## config.mk

```make
export PLATFORM = sky130hd
export DESIGN_NAME = jt51_timer_ctrl
export DESIGN_NICKNAME = d
export VERILOG_FILES = /design/src/rtl/jt51_timer_ctrl.sv
export SDC_FILE = /design/constraint.sdc
export NUM_CORES = 1
export LEC_CHECK = 0
export BUFFER_PORTS_ARGS = -buffer_cell sky130_fd_sc_hd__buf_4
export CAP_MARGIN = 20
export CORE_MARGIN = 5
export CORE_UTILIZATION = 50
export DETAILED_ROUTE_END_ITERATION = 8
export PLACE_DENSITY = 0.85
export SETUP_SLACK_MARGIN = 0.2
export SLEW_MARGIN = 40
export SYNTH_ARGS = -nofsm -noshare
export SYNTH_HDL_FRONTEND = slang
export SYNTH_SLANG_ARGS = --single-unit
```

## constraint.sdc

```tcl
create_clock -name clk -period 2.68 [get_ports clk]
set_clock_uncertainty 0.15 [all_clocks]
set_input_delay 0.536 -clock clk [delete_from_list [all_inputs] [get_ports clk]]
set_output_delay 0.536 -clock clk [all_outputs]
set_load 0.01 [all_outputs]
```

## src/rtl/jt51_timer_ctrl.sv

```systemverilog
// jt51_timer_ctrl
// CPU-side controller for the JT51 timer pair. Decodes the two-step
// address/data write port, holds timer reload values and control bits,
// sequences CSM key-on bursts from timer A overflow, generates the
// write-busy flag and assembles the CPU status byte.
//
// Ports:
//   clk, rst_n        clock, asynchronous active-low reset
//   cen, zero         clock enable, sample-boundary strobe (valid with cen)
//   wr, a0, din       write strobe, address(0)/data(1) select, write data
//   flag_A, flag_B    timer flags from the timer block
//   overflow_A        timer A overflow from the timer block
//   value_A, value_B  timer reload values
//   load_A, load_B    timer run levels
//   clr_flag_A/B      one-clk flag clear pulses
//   enable_irq_A/B    timer IRQ enables
//   csm, csm_kon      CSM mode bit, CSM key-on request
//   busy, dout        write-busy flag, status byte {busy,5'b0,flag_B,flag_A}
module jt51_timer_ctrl #(
  parameter int BUSY_CYC = 32,
  parameter int KON_SMP  = 1
) (
  input  logic       clk,
  input  logic       rst_n,
  input  logic       cen,
  input  logic       zero,
  input  logic       wr,
  input  logic       a0,
  input  logic [7:0] din,
  input  logic       flag_A,
  input  logic       flag_B,
  input  logic       overflow_A,
  output logic [9:0] value_A,
  output logic [7:0] value_B,
  output logic       load_A,
  output logic       load_B,
  output logic       clr_flag_A,
  output logic       clr_flag_B,
  output logic       enable_irq_A,
  output logic       enable_irq_B,
  output logic       csm,
  output logic       csm_kon,
  output logic       busy,
  output logic [7:0] dout
);

  localparam logic [5:0] BUSY_LOAD = 6'(BUSY_CYC);
  localparam logic [3:0] KON_LOAD  = 4'(KON_SMP);

  typedef enum logic {CSM_IDLE, CSM_ON} csm_state_t;

  logic [7:0] addr;
  logic [5:0] busy_cnt;
  logic [3:0] kon_cnt, kon_cnt_next;
  csm_state_t state, state_next;

  logic data_wr;
  assign data_wr = wr & a0;

  // Address latch and register file
  always_ff @(posedge clk or negedge rst_n) begin
    if (!rst_n) begin
      addr         <= 8'd0;
      value_A      <= 10'd0;
      value_B      <= 8'd0;
      load_A       <= 1'b0;
      load_B       <= 1'b0;
      clr_flag_A   <= 1'b0;
      clr_flag_B   <= 1'b0;
      enable_irq_A <= 1'b0;
      enable_irq_B <= 1'b0;
      csm          <= 1'b0;
    end else begin
      // Clear pulses last exactly one clk regardless of cen
      clr_flag_A <= 1'b0;
      clr_flag_B <= 1'b0;
      if (wr && !a0) begin
        addr <= din;
      end else if (data_wr) begin
        case (addr)
          8'h10: value_A[9:2] <= din;
          8'h11: value_A[1:0] <= din[1:0];
          8'h12: value_B      <= din;
          8'h14: begin
            csm          <= din[7];
            clr_flag_B   <= din[5];
            clr_flag_A   <= din[4];
            enable_irq_B <= din[3];
            enable_irq_A <= din[2];
            load_B       <= din[1];
            load_A       <= din[0];
          end
          default: ;
        endcase
      end
    end
  end

  // Busy counter: any data write (re)loads, otherwise count down on cen
  always_ff @(posedge clk or negedge rst_n) begin
    if (!rst_n) begin
      busy_cnt <= 6'd0;
    end else if (data_wr) begin
      busy_cnt <= BUSY_LOAD;
    end else if (cen && busy_cnt != 6'd0) begin
      busy_cnt <= busy_cnt - 6'd1;
    end
  end

  assign busy = (busy_cnt != 6'd0);

  // CSM key-on FSM state register
  always_ff @(posedge clk or negedge rst_n) begin
    if (!rst_n) begin
      state   <= CSM_IDLE;
      kon_cnt <= 4'd0;
    end else begin
      state   <= state_next;
      kon_cnt <= kon_cnt_next;
    end
  end

  // CSM next-state logic; only advances on sample boundaries. A fresh
  // overflow while ON reloads the counter so the burst has no gap. The
  // csm bit only gates triggering, so clearing it never shortens a burst.
  always_comb begin
    state_next   = state;
    kon_cnt_next = kon_cnt;
    if (cen && zero) begin
      case (state)
        CSM_IDLE: begin
          if (overflow_A && csm) begin
            state_next   = CSM_ON;
            kon_cnt_next = KON_LOAD;
          end
        end
        CSM_ON: begin
          if (overflow_A && csm) begin
            kon_cnt_next = KON_LOAD;
          end else if (kon_cnt <= 4'd1) begin
            state_next   = CSM_IDLE;
            kon_cnt_next = 4'd0;
          end else begin
            kon_cnt_next = kon_cnt - 4'd1;
          end
        end
        default: begin
          state_next   = CSM_IDLE;
          kon_cnt_next = 4'd0;
        end
      endcase
    end
  end

  assign csm_kon = (state == CSM_ON);
  assign dout    = {busy, 5'b00000, flag_B, flag_A};

endmodule

```

==> results.json <==
{
  "status": "finished clean",
  "post-route-drc-count": 0,
  "final_layout_size_suffix_gt1_frac": 0.432,
  "root_buffer": "clkbuf_8",
  "max_stage_delay_ns": 0.39,
  "irDropWorstVdd_uv": 384,
  "die_w_microns": 73.4,
  "clock-sinks": 44,
  "rsz0062_at_grt": "false",
  "critical_path.slowest_cell": "dfrtp_1",
  "synth-main-ff-cell": "dfrtp_1",
  "cellPowerDensity_nw_per_um2": 675,
  "grt_usage": 0.159,
  "synth_cell_types": 33,
  "critical_path_buf_inv_count": 2,
  "vias_per_cell": 5.32,
  "p_total_mw": 1.67,
  "cts_tree": "yes",
  "numPortBuffers": 42,
  "die_h_microns": 73.4,
  "relSlewSlack": 0.649,
  "power_leakage_nw": 1.22,
  "cap_violations": 0,
  "ctsHoldBuffers": 0,
  "crit_arrival_ns": 1.59,
  "ant_nets": 0,
  "grt_busiest_layer": "met2",
  "synth_compound_area_frac": 0.0734,
  "synth.top_cell.area_share": 0.548,
  "worstPathCellList": "inv_1 > ha_1 > nor2b_1 > nand2_1 > buf_4",
  "cp-end-kind": "output pin",
  "finalHoldViolCount": 0,
  "clockBufferDepth": 2,
  "vias": 1363,
  "synth-edff-count": 0,
  "ys_ff_latch": 44,
  "syn_avg_cell_area_sq_um": 12.7,
  "final_util": 0.626,
  "yosysMostFrequentCell": "dfrtp_1",
  "h-tree-depth": 2,
  "drtIter0Drc": 40,
  "r2r_slack_ns": 0.45,
  "setup_viol": 0,
  "min_path_type": "input port to asynchronous set/reset pin",
  "fin_area_sq_um": 2470,
  "setup-tns-final_ns": 0,
  "yosysWarningCount": 0,
  "coreArea_sq_um": 3940,
  "synth_xor_area_frac": 0.00436,
  "first_pass_iters": 4,
  "synth_top_cells_by_count": "dfrtp_1, mux2_2, nand2_1, buf_4, inv_1",
  "fmax_mhz": 440,
  "post_cts_resized": 0,
  "crit_family": "simple AND/OR/NAND/NOR gates",
  "placementRows": 23,
  "antenna_found_initial": 0,
  "routed_wl_mm": 3.96,
  "crit_required_ns": 1.99,
  "clk_latency_ns": 0.30,
  "grtUsageMet3": 0.0575,
  "grt_max_degree": 45,
  "r2r_cells": 3,
  "grt_pass1_wl_mm": 6.55,
  "synthAdderAreaFrac": 0.0249,
  "ys_seq_area_frac": 0.548,
  "synth_top_family_by_area": "multiplexers",
  "gp_congestion": 0.841,
  "post_dp_cell_area_sq_um": 2370,
  "use_met2": 0.263,
  "tightest_slew_ns": 0.522,
  "syn_inst": 158,
  "synth.area.mux_share": 0.173,
  "cts_setup_buffers": 0,
  "use_met1": 0.200,
  "cp_num_cells": 5,
  "clk_pin_slew_ns": 0.08,
  "path_max_fanout": 6,
  "critPathLaunchType": "register",
  "fin_nets": 227,
  "dpl.hpwl_mm": 2.98,
  "grt_pass1_vias": 1383,
  "wire_per_inst_microns": 15.5,
  "n_antenna_cell": 0,
  "area_delta_synth_final_pct": 22.8,
  "die_area_sq_um": 5390,
  "pin_count": 52,
  "fin_crit_sh": 0.848,
  "finalMaxSlewViolations": 0,
  "post-route-min-period_ns": 2.27,
  "critPathKind": "register to output pin",
  "synthesis.area_sq_um": 2010,
  "synthArstFlopShare": 1.00,
  "yosysTopAreaCell": "dfrtp_1",
  "synth-simple-area-share": 0.128,
  "netlist_top_cells_area": "dfrtp_1, mux2_2, nor4_4, buf_4, ha_1",
  "initial_core_util": 0.510,
  "numCtsBuffers": 5,
  "grt_overflow": 0
}
-- final timing paths --
| path | startpoint | endpoint |
|---|---|---|
| worst max-delay path | busy_cnt[0] | busy |
| worst min-delay path | rst_n | busy_cnt[5] |
| worst max register to register | addr[3] | enable_irq_A |
| worst min register to register | addr[5] | addr[5] |
| max in group asynchronous | rst_n | value_B[7] |
| min in group clk | din[5] | clr_flag_B |
-- where the power goes --
| group | internal (mW) | switching, mW |
|---|---|---|
| clock | 0.230 | 0.212 |
| sequential | 0.758 | 0.0823 |
| combinational | 0.186 | 0.199 |
| total | 1.17 | 0.493 |
-- routing by layer --
| layer | vias up | wire length, microns |
|---|---|---|
| met4 | 0 | 21 |
| met2 | 37 | 2010 |
| met5 | - | 0 |
| met1 | 672 | 1700 |
| li1 | 650 | - |
| met3 | 4 | 229 |
-- registers in the layout, summed over array words and instances (netlist names) --
name	flops
enable_irq_A	1
kon_cnt	4
value_B	8
csm	1
clr_flag_A	1
csm_kon	1
load_B	1
addr	8
clr_flag_B	1
load_A	1
value_A	10
enable_irq_B	1
busy_cnt	6
-- cell type report --
class                      count  area (sq um)
multi-input combinational    101           830
clock buffer                   7          96.3
fill                         319          1470
timing repair buffer          47           353
tap                           50          62.6
inverter                       7          26.3
sequential                    44          1100
-- per-stage QoR --
step | worst slack, ns | hold WS, ns | cells
4_1_cts | 0.397 | 0.0864 | 256
6_report | 0.408 | 0.0648 | 256
3_5_place_dp | 0.442 | 0.343 | 249
3_3_place_gp | 0.482 | 0.331 | 249
5_1_grt | 0.264 | 0.110 | 256
2_1_floorplan | 0.601 | 0.0904 | 162
-- cell families after synthesis --
logic type,count (synthesis)
flip-flops,44
AND/OR/NAND/NOR,38
multiplexers,31
AO/OA/AOI/OAI,22
buffers and inverters,17
adder cells (fa/ha/maj),4
other,1
XOR/XNOR,1
-- layout by cell type (no fill, tap or decap), drive strengths merged, types with 3 or more instances in the layout --
cell type   n
dfrtp      44
and2        4
clkbuf      7
mux2       30
ha          4
nand3       3
o21ai       4
inv         7
nor2b       3
buf        47
o31ai       4
a21oi       6
conb        5
nor4        3
nand2      12
Note: power is estimated with default switching activity, not from simulation.
